**config.mk**
```make
export PLATFORM = sky130hd
export DESIGN_NAME = imem_loader
export DESIGN_NICKNAME = d
export VERILOG_FILES = /design/src/rtl/imem_loader_pkg.sv /design/src/rtl/word_assembler.sv /design/src/rtl/imem_loader.sv
export SDC_FILE = /design/constraint.sdc
export NUM_CORES = 1
export LEC_CHECK = 0
export CELL_PAD_IN_SITES_DETAIL_PLACEMENT = 1
export CELL_PAD_IN_SITES_GLOBAL_PLACEMENT = 1
export CORE_MARGIN = 5
export CORE_UTILIZATION = 37
export DETAILED_ROUTE_END_ITERATION = 12
export GPL_ROUTABILITY_DRIVEN = 0
export GPL_TIMING_DRIVEN = 0
export PLACE_DENSITY_LB_ADDON = 0.25
export SLEW_MARGIN = 20
export SYNTH_ARGS = -nofsm -noshare
export SYNTH_HDL_FRONTEND = slang
export SYNTH_HIERARCHICAL = 1
export SYNTH_SLANG_ARGS = --single-unit
export TNS_END_PERCENT = 1
```
**constraint.sdc**
```tcl
create_clock -name clk_i -period 3.34 [get_ports clk_i]
set_clock_uncertainty 0.2 [all_clocks]
set_input_delay 0.501 -clock clk_i [delete_from_list [all_inputs] [get_ports clk_i]]
set_output_delay 0.501 -clock clk_i [all_outputs]
set_load 0.02 [all_outputs]
```
**src/rtl/imem_loader_pkg.sv**
```systemverilog
// Shared types and widths for the instruction memory byte-stream loader.
package imem_loader_pkg;

  localparam int LEN_W  = 16;
  localparam int CSUM_W = 8;

  typedef enum logic [2:0] {
    S_IDLE,
    S_LEN_LO,
    S_LEN_HI,
    S_DATA,
    S_CHECK,
    S_DONE,
    S_ERR
  } loader_state_e;

  // Byte address of a word index (word-aligned).
  function automatic logic [31:0] word_addr(input logic [LEN_W-1:0] idx);
    return {14'd0, idx, 2'b00};
  endfunction

endpackage

```
**src/rtl/word_assembler.sv**
```systemverilog
// Collects four little-endian bytes into a 32-bit word; pulses word_valid_o
// combinationally on the edge-qualified byte that completes a word.
module word_assembler (
  input  logic        clk_i,
  input  logic        rst_i,
  input  logic        clr_i,
  input  logic        byte_en_i,
  input  logic [7:0]  byte_i,
  output logic [31:0] word_o,
  output logic        word_valid_o
);

  logic [1:0]  lane;
  logic [23:0] sr;

  // Lane 3 is never stored: it is the byte arriving with the word_valid pulse.
  assign word_valid_o = byte_en_i && (lane == 2'd3);
  assign word_o       = {byte_i, sr};

  // Shift bytes in from the top so lane 0 ends up in bits [7:0].
  always_ff @(posedge clk_i) begin
    if (rst_i || clr_i) begin
      lane <= 2'd0;
      sr   <= 24'd0;
    end else if (byte_en_i) begin
      lane <= lane + 2'd1;
      sr   <= {byte_i, sr[23:8]};
    end
  end

endmodule

```
**src/rtl/imem_loader.sv**
```systemverilog
// Framed byte-stream loader: length, little-endian payload words, XOR checksum.
// Writes each assembled word to the instruction memory and holds the core
// in reset until a load finishes cleanly.
module imem_loader
  import imem_loader_pkg::*;
#(
  parameter int MEM_SIZE = 64
) (
  input  logic        clk_i,
  input  logic        rst_i,
  input  logic        start_i,
  input  logic        byte_valid_i,
  input  logic [7:0]  byte_data_i,
  output logic        byte_ready_o,
  output logic        wr_en_o,
  output logic [31:0] wr_addr_o,
  output logic [31:0] wr_data_o,
  output logic        cpu_hold_o,
  output logic        done_o,
  output logic        err_o
);

  loader_state_e     state;
  logic [LEN_W-1:0]  len;
  logic [LEN_W-1:0]  word_cnt;
  logic [CSUM_W-1:0] csum;
  logic              accept;
  logic              restart;
  logic [LEN_W-1:0]  len_full;
  logic [31:0]       asm_word;
  logic              asm_valid;

  assign accept   = byte_valid_i && byte_ready_o;
  assign restart  = start_i && (state == S_IDLE || state == S_DONE || state == S_ERR);
  assign len_full = {byte_data_i, len[7:0]};

  word_assembler u_asm (
    .clk_i        (clk_i),
    .rst_i        (rst_i),
    .clr_i        (restart),
    .byte_en_i    (accept && state == S_DATA),
    .byte_i       (byte_data_i),
    .word_o       (asm_word),
    .word_valid_o (asm_valid)
  );

  // Loader FSM; every output is registered and set on the transition into its state.
  always_ff @(posedge clk_i) begin
    if (rst_i) begin
      state        <= S_IDLE;
      len          <= '0;
      word_cnt     <= '0;
      csum         <= '0;
      byte_ready_o <= 1'b0;
      wr_en_o      <= 1'b0;
      wr_addr_o    <= '0;
      wr_data_o    <= '0;
      cpu_hold_o   <= 1'b0;
      done_o       <= 1'b0;
      err_o        <= 1'b0;
    end else begin
      wr_en_o <= 1'b0;
      case (state)
        S_IDLE, S_DONE, S_ERR: begin
          if (start_i) begin
            state        <= S_LEN_LO;
            len          <= '0;
            word_cnt     <= '0;
            csum         <= '0;
            byte_ready_o <= 1'b1;
            cpu_hold_o   <= 1'b1;
            done_o       <= 1'b0;
            err_o        <= 1'b0;
          end
        end
        S_LEN_LO: begin
          if (accept) begin
            len[7:0] <= byte_data_i;
            state    <= S_LEN_HI;
          end
        end
        S_LEN_HI: begin
          if (accept) begin
            len <= len_full;
            if (len_full == '0 || len_full > LEN_W'(MEM_SIZE)) begin
              state        <= S_ERR;
              byte_ready_o <= 1'b0;
              err_o        <= 1'b1;
            end else begin
              state <= S_DATA;
            end
          end
        end
        S_DATA: begin
          if (accept) begin
            csum <= csum ^ byte_data_i;
            if (asm_valid) begin
              wr_en_o   <= 1'b1;
              wr_addr_o <= word_addr(word_cnt);
              wr_data_o <= asm_word;
              word_cnt  <= word_cnt + 1'b1;
              if (word_cnt + 1'b1 == len) state <= S_CHECK;
            end
          end
        end
        S_CHECK: begin
          if (accept) begin
            byte_ready_o <= 1'b0;
            if (byte_data_i == csum) begin
              state      <= S_DONE;
              done_o     <= 1'b1;
              cpu_hold_o <= 1'b0;
            end else begin
              state <= S_ERR;
              err_o <= 1'b1;
            end
          end
        end
        default: state <= S_IDLE;
      endcase
    end
  end

endmodule

```
==> results by group, run 1 <==
Floorplan
  • Die Ht: 134 µm
  • FP Rows: 45
  • IO Pins: 81
  • Die footprint: 18000 µm²
  • Die Width: 134 µm
  • Core ar.: 15100 µm²
  • Initial core utilization: 0.376

Worst setup path
  • WP data arrival: 3.38 ns
  • Critical-path cell list: buf_4, nand2b_1, or2_2, clkbuf_1, nor2_4, buf_12, and2_4, nand4_1, nor4_2, o2111ai_2, o32ai_4, buf_4, a31oi_1, a21oi_1
  • CP most frequent cell: buf_4
  • CP Capture Type: register
  • WP data required: 3.48 ns
  • Critical path launch point type: register
  • CP max-delay cell: o32ai_4
  • Worst path max stage delay: 0.32 ns
  • Worst-path maximum fanout: 18
  • R2r setup slk: 0.10 ns
  • Setup CP Type: register to register

Drt
  • M1 WL: 7.95 mm
  • Vias per cell: 5.38
  • Drt wl/cell: 18.3 µm
  • DR WL met2: 9.32 mm
  • Top sig layer: met4
  • Final antenna-violating net count: 0
  • WL final: 18.3 mm
  • Remaining DRCs: 0
  • Met3 wire length: 692 µm
  • Starting DRT DRC Count: 291
  • Via Count: 5361
  • Pre-antenna DRT Iters: 4

Synth
  • Primary FF master, synth: dfxtp_1
  • Area leader, netlist: dfxtp_1
  • Library cells used by synthesis: 55
  • Syn Area/Cell: 8.15 µm²
  • Ys Warns: 6
  • Cells after Synth: 699
  • #FFs+latches synth: 122
  • Share of the synthesized area in the top cell type: 0.429
  • Sequential area share after synthesis: 0.429
  • Top-count cell post-synth: dfxtp_1
  • Top cells by count, synth: dfxtp_1, nand2_1, a21oi_1, nor2_1, mux2i_1
  • Post-synth EDFFs: 0
  • FFs w/ async S/R, synth: 0
  • Mapped cell area: 5700 µm²
  • Dominant cells by area after synthesis: dfxtp_1, nand2_1, a21oi_1

Clock network
  • CTS max path bufs: 2
  • Clock Sinks: 122
  • CTS tree: done
  • Clock latency on the worst-skew pair: 0.42 ns
  • Clk root buf: clkbuf_16
  • H-tree Lvls: 4
  • Hold Buf Count CTS: 0
  • Reg clk slew, reported paths: 0.05 ns
  • Num CTS Buffers: 17

STA
  • Fin crit share: 0.969
  • Worst slew pin tran: 0.921 ns
  • Slew Limit Fails: 0
  • Final Setup Violations: 0
  • Fin worst setup slack: 0.103 ns
  • Relative slew slack: 0.381
  • Min Hold Slack: 0.254 ns
  • Minimum clock period: 3.24 ns
  • Peak Freq: 309 MHz
  • Hold Violations, Final: 0

Cells and area
  • Fillers: 1788
  • Nets@finish: 812
  • Ant. Diodes: 0
  • Share of cells above drive strength 1: 0.120
  • Area Growth Syn to Fin: 28.3%

Worst hold path
  • Hold crit path type: register to register

Placed design
  • Setup WS pre-CTS: -0.609 ns
  • PortBufs: 64
  • Dpl hpwl: 12.9 mm

GRT
  • Total gr overflow: 0
  • Largest net degree at the start of global routing: 19
  • Vias in the first global route: 5671
  • Global-route usage over all layers: 0.206
  • First-pass GRT wire length: 29.4 mm
  • Initial antenna violation count: 0

Status
  • Outcome: finished clean

Power and ir drop
  • Leakage: 2.55 nW
  • PwrDens: 610 nW/µm²
  • Peak VDD IR: 0.360 mV
  • Pwr Total: 4.46 mW

Flow run
  • Max Cap Viol: 0
## flip-flops by register name (all words and copies together) (netlist names)
register	flops
byte_ready_o	1
cpu_hold_o	1
csum	8
done_o	1
err_o	1
len	16
state	3
u_asm/lane	2
u_asm/sr	24
word_cnt	16
wr_addr_o	16
wr_data_o	32
wr_en_o	1
## final timing paths
path            startpoint             to  depth (start not counted)
max               state[1]       state[1]                         14
min          wr_addr_o[10]  wr_addr_o[10]                          2
max reg2reg       state[1]       state[1]                         14
min reg2reg  wr_addr_o[10]  wr_addr_o[10]                          2
## timing repair
action / 4_1_cts / 5_1_grt
resized for setup: 5 / 7
pin swaps: 3 / 3
endpoints found under the setup margin: 68 / 55
buffers inserted: 2 / 0
## per-stage QoR
stage,instance area (µm²),cells,util,TNS [ns]
floorplan,5760,714,-,0
global placement,6630,966,0.438,-25.13
detailed placement,6630,966,0.438,-30.69
CTS,7290,997,0.481,0
global route,7310,997,0.483,-0.0160
finish,7310,997,0.483,0
## worst max-delay path: cells and delay by family, from the launching register on
family	cells	cell delay (ns)
AND/OR/NAND/NOR	6	1.19
buffers and inverters	4	0.71
AO/OA/AOI/OAI	4	0.75
flip-flops	1	0.31
## power breakdown
| part | internal, mW | leakage [nW] | total, mW | switching (mW) |
|---|---|---|---|---|
| registers | 1.50 | 0.984 | 1.54 | 0.0404 |
| logic | 0.309 | 1.27 | 0.905 | 0.595 |
| clock network | 1.34 | 0.302 | 2.01 | 0.675 |
| total | 3.15 | 2.55 | 4.46 | 1.31 |
## cells by family after synthesis
group                      Yosys count  synth area share
and+or+nand+nor                    286             0.234
AOI/OAI and AO/OA                  155             0.161
DFF                                122             0.429
buffers and inverters               78            0.0803
muxes                               31            0.0544
xor gates and xnor gates            24            0.0369
adders and majority gates            2           0.00439
other                                1          0.000658
## placed cells by master, fill, tap and decap left out, types with 4 or more instances in the layout
cell type	instances
mux2i_1	31
xor2_1	7
clkdlybuf4s50_1	64
dfxtp_1	121
nand3_1	17
nor3_1	9
buf_4	28
a31oi_1	4
or4_1	6
clkbuf_16	17
conb_1	16
clkbuf_1	24
nor2_1	71
a22oi_1	16
a21oi_1	83
inv_1	6
xnor2_1	17
o21ai_0	29
nand2b_1	7
nor4_1	4
nand4_1	5
bufinv_16	5
nand2_1	121
nor2b_1	15
or3_1	7
buf_2	13
## layer usage
layer	vias up	track usage
li1	2553	-
met1	2679	0.251
met2	102	0.361
met3	27	0.0458
met4	0	0.0684
met5	-	0
## cell type report
cell class / count / area [µm²] / share of cell area
repair buffers: 66 / 656 / 0.0897
well taps: 188 / 235 / 0.0322
plain buffers: 71 / 438 / 0.0599
clock buffers: 19 / 443 / 0.0606
clock inverters: 11 / 195 / 0.0267
multi-input cells: 514 / 2880 / 0.394
inverters: 6 / 22.5 / 0.00308
flip-flops and latches: 122 / 2440 / 0.334
No activity file was read; power rests on OpenSTA's default activity.
==> run 2: changes to the inputs <==
Settings changed: PLACE_DENSITY_LB_ADDON 0.25 to 0.1, SLEW_MARGIN 20 to 30.
==> run 2 against run 1 <==
Power down 5.6%; combinational power about the same; die area unchanged; sequential share of layout area up 0.29 points; highest routed layer unchanged; critical endpoint unchanged.
==> results by group, run 2 (same netlist as run 1, synthesis figures left out) <==
Status
  • Outcome: finished clean

Placed design
  • Placed Instance Area: 6630 µm²
  • Setup WS pre-CTS: -0.641 ns
  • Dpl hpwl: 12.9 mm
  • PortBufs: 64

Drt
  • Via Count: 5256
  • Remaining DRCs: 0
  • Starting DRT DRC Count: 355
  • Final antenna-violating net count: 0
  • Pre-antenna DRT Iters: 5
  • Vias per cell: 5.26
  • WL final: 18.2 mm
  • Drt wl/cell: 18.2 µm

Cells and area
  • Ant. Diodes: 0
  • Biggest regs: wr_data_o x32, u_asm/sr x24
  • Final instance area: 7250 µm²
  • Max reg flops: 32
  • Nets@finish: 813
  • Share of cells above drive strength 1: 0.124
  • Layout Utilization: 0.479
  • Area Growth Syn to Fin: 27.2%
  • Most frequent cells in the layout: nand2_1, dfxtp_1, a21oi_1
  • Biggest register: wr_data_o

STA
  • Peak Freq: 312 MHz
  • Worst slew pin tran: 0.932 ns
  • Hold Violations, Final: 0
  • Fin crit share: 0.958
  • TNS Setup: 0 ns
  • Final Setup Violations: 0
  • Slew Limit Fails: 0
  • Relative slew slack: 0.374
  • Fin worst setup slack: 0.140 ns
  • Minimum clock period: 3.20 ns
  • RSZ-0062 raised after global routing: true

Worst setup path
  • CP Capture Type: register
  • Critical-path cell list: buf_4, nand2b_4, or2_2, clkbuf_2, nor2_4, buf_8, buf_8, and2_4, nand4_1, nor4_1, o2111ai_1, o32ai_4, mux2i_1, a21oi_1
  • Reg2reg end: state[1]
  • CP max-delay cell: o32ai_4
  • CP most frequent cell: buf_8
  • Worst-path maximum fanout: 10
  • R2r worst-path depth: 14
  • Critical path launch point type: register
  • Setup CP Type: register to register
  • WP data required: 3.42 ns
  • R2r setup slk: 0.14 ns
  • Worst R2R Start: state[1]
  • Worst path max stage delay: 0.34 ns
  • WP data arrival: 3.28 ns

Power and ir drop
  • Sw frac: 0.319
  • Leakage: 2.52 nW
  • Flop pwr share: 0.367
  • Logic gate share of total power: 0.215
  • Peak VDD IR: 0.341 mV
  • Psw: 1.34 mW
  • Pwr Total: 4.21 mW
  • PwrDens: 580 nW/µm²
  • Pint: 2.86 mW
  • Clock network power share: 0.418

Worst hold path
  • Hold Path Origin: wr_addr_o[15]
  • Worst hold path endpoint: wr_addr_o[15]
  • Hold crit path type: register to register
  • Hold Path Cell Cnt: 2

Clock network
  • CTS max path bufs: 2
  • CTS tree: done
  • Num CTS Buffers: 17
  • Clock Sinks: 122
  • H-tree Lvls: 4
  • Reg clk slew, reported paths: 0.06 ns
  • Clk root buf: clkbuf_16
  • Clock latency on the worst-skew pair: 0.42 ns

Floorplan
  • Die footprint: 18000 µm²
  • Die Ht: 134 µm
  • Core ar.: 15100 µm²
  • IO Pins: 81
  • FP Rows: 45
  • Initial core utilization: 0.376
  • Die Width: 134 µm

GRT
  • Total gr overflow: 0
  • Largest net degree at the start of global routing: 17
  • First-pass GRT wire length: 29.3 mm
  • Global-route usage over all layers: 0.206
  • Initial antenna violation count: 0
  • Vias in the first global route: 5535

Flow run
  • Max Cap Viol: 0
-- run 2: layout make-up --
class | instances | area, µm²
buffer | 72 | 448
clock buffer | 19 | 443
clock inverter | 13 | 120
fill | 1839 | 7900
inverter | 6 | 22.5
multi-input combinational | 514 | 2880
sequential | 122 | 2440
tap | 188 | 235
timing repair buffer | 66 | 656
-- run 2: worst max-delay path by stage --
| stage | start | endpoint |
|---|---|---|
| 2_1_floorplan | state[1] | state[1] |
| 3_3_place_gp | byte_valid_i | wr_addr_o[2] |
| 3_5_place_dp | byte_valid_i | state[1] |
| 4_1_cts | state[1] | wr_addr_o[2] |
| 5_1_grt | state[1] | state[1] |
| 6_report | state[1] | state[1] |
-- run 2: power by group through the flow --
| stage | Sequential (mW) | Combinational [mW] | Clock, mW |
|---|---|---|---|
| finish | 1.54 | 0.905 | 1.76 |
| global route | 1.55 | 0.985 | 1.85 |
| CTS | 1.54 | 0.882 | 1.79 |
| detailed placement | 1.57 | 0.855 | 0 |
| global placement | 1.57 | 0.835 | 0 |
| floorplan | 1.58 | 0.579 | 0 |
-- run 2: stage by stage --
step,std cells,hold WS (ns)
floorplan,714,0.231
global placement,966,0.242
detailed placement,966,0.248
CTS,1000,0.255
global route,1000,0.277
finish,1000,0.253
-- run 2: repair_timing --
item / CTS / global route
hold endpoints to repair: 0 / 0
setup buffers: 2 / 0
hold buffers: 0 / 0
gates resized for setup: 8 / 6
setup endpoints to repair: 68 / 60
pin swaps: 3 / 1
-- run 2: per-layer routing --
| metal | vias to the layer above | wire length (µm) | global-route usage | part of all wire |
|---|---|---|---|---|
| li1 | 2550 | - | - | - |
| met1 | 2560 | 8410 | 0.265 | 0.46 |
| met2 | 125 | 8840 | 0.352 | 0.49 |
| met3 | 21 | 748 | 0.0480 | 0.041 |
| met4 | 0 | 209 | 0.0469 | 0.011 |
| met5 | - | 0 | 0 | 0 |
-- run 2: critical path, delay by kind of cell, from the launching register on --
| family | cells | cell delay [ns] |
|---|---|---|
| muxes | 1 | 0.27 |
| DFF | 1 | 0.31 |
| AOI/OAI and AO/OA | 3 | 0.62 |
| and+or+nand+nor | 6 | 0.96 |
| buffers and inverters | 4 | 0.69 |
==> run 3: changes to the inputs <==
Settings changed: CTS_CLUSTER_DIAMETER from default to 120.
==> results of run 3 <==
Same layout as run 2: the final DEF is identical, and so are final timing and power.
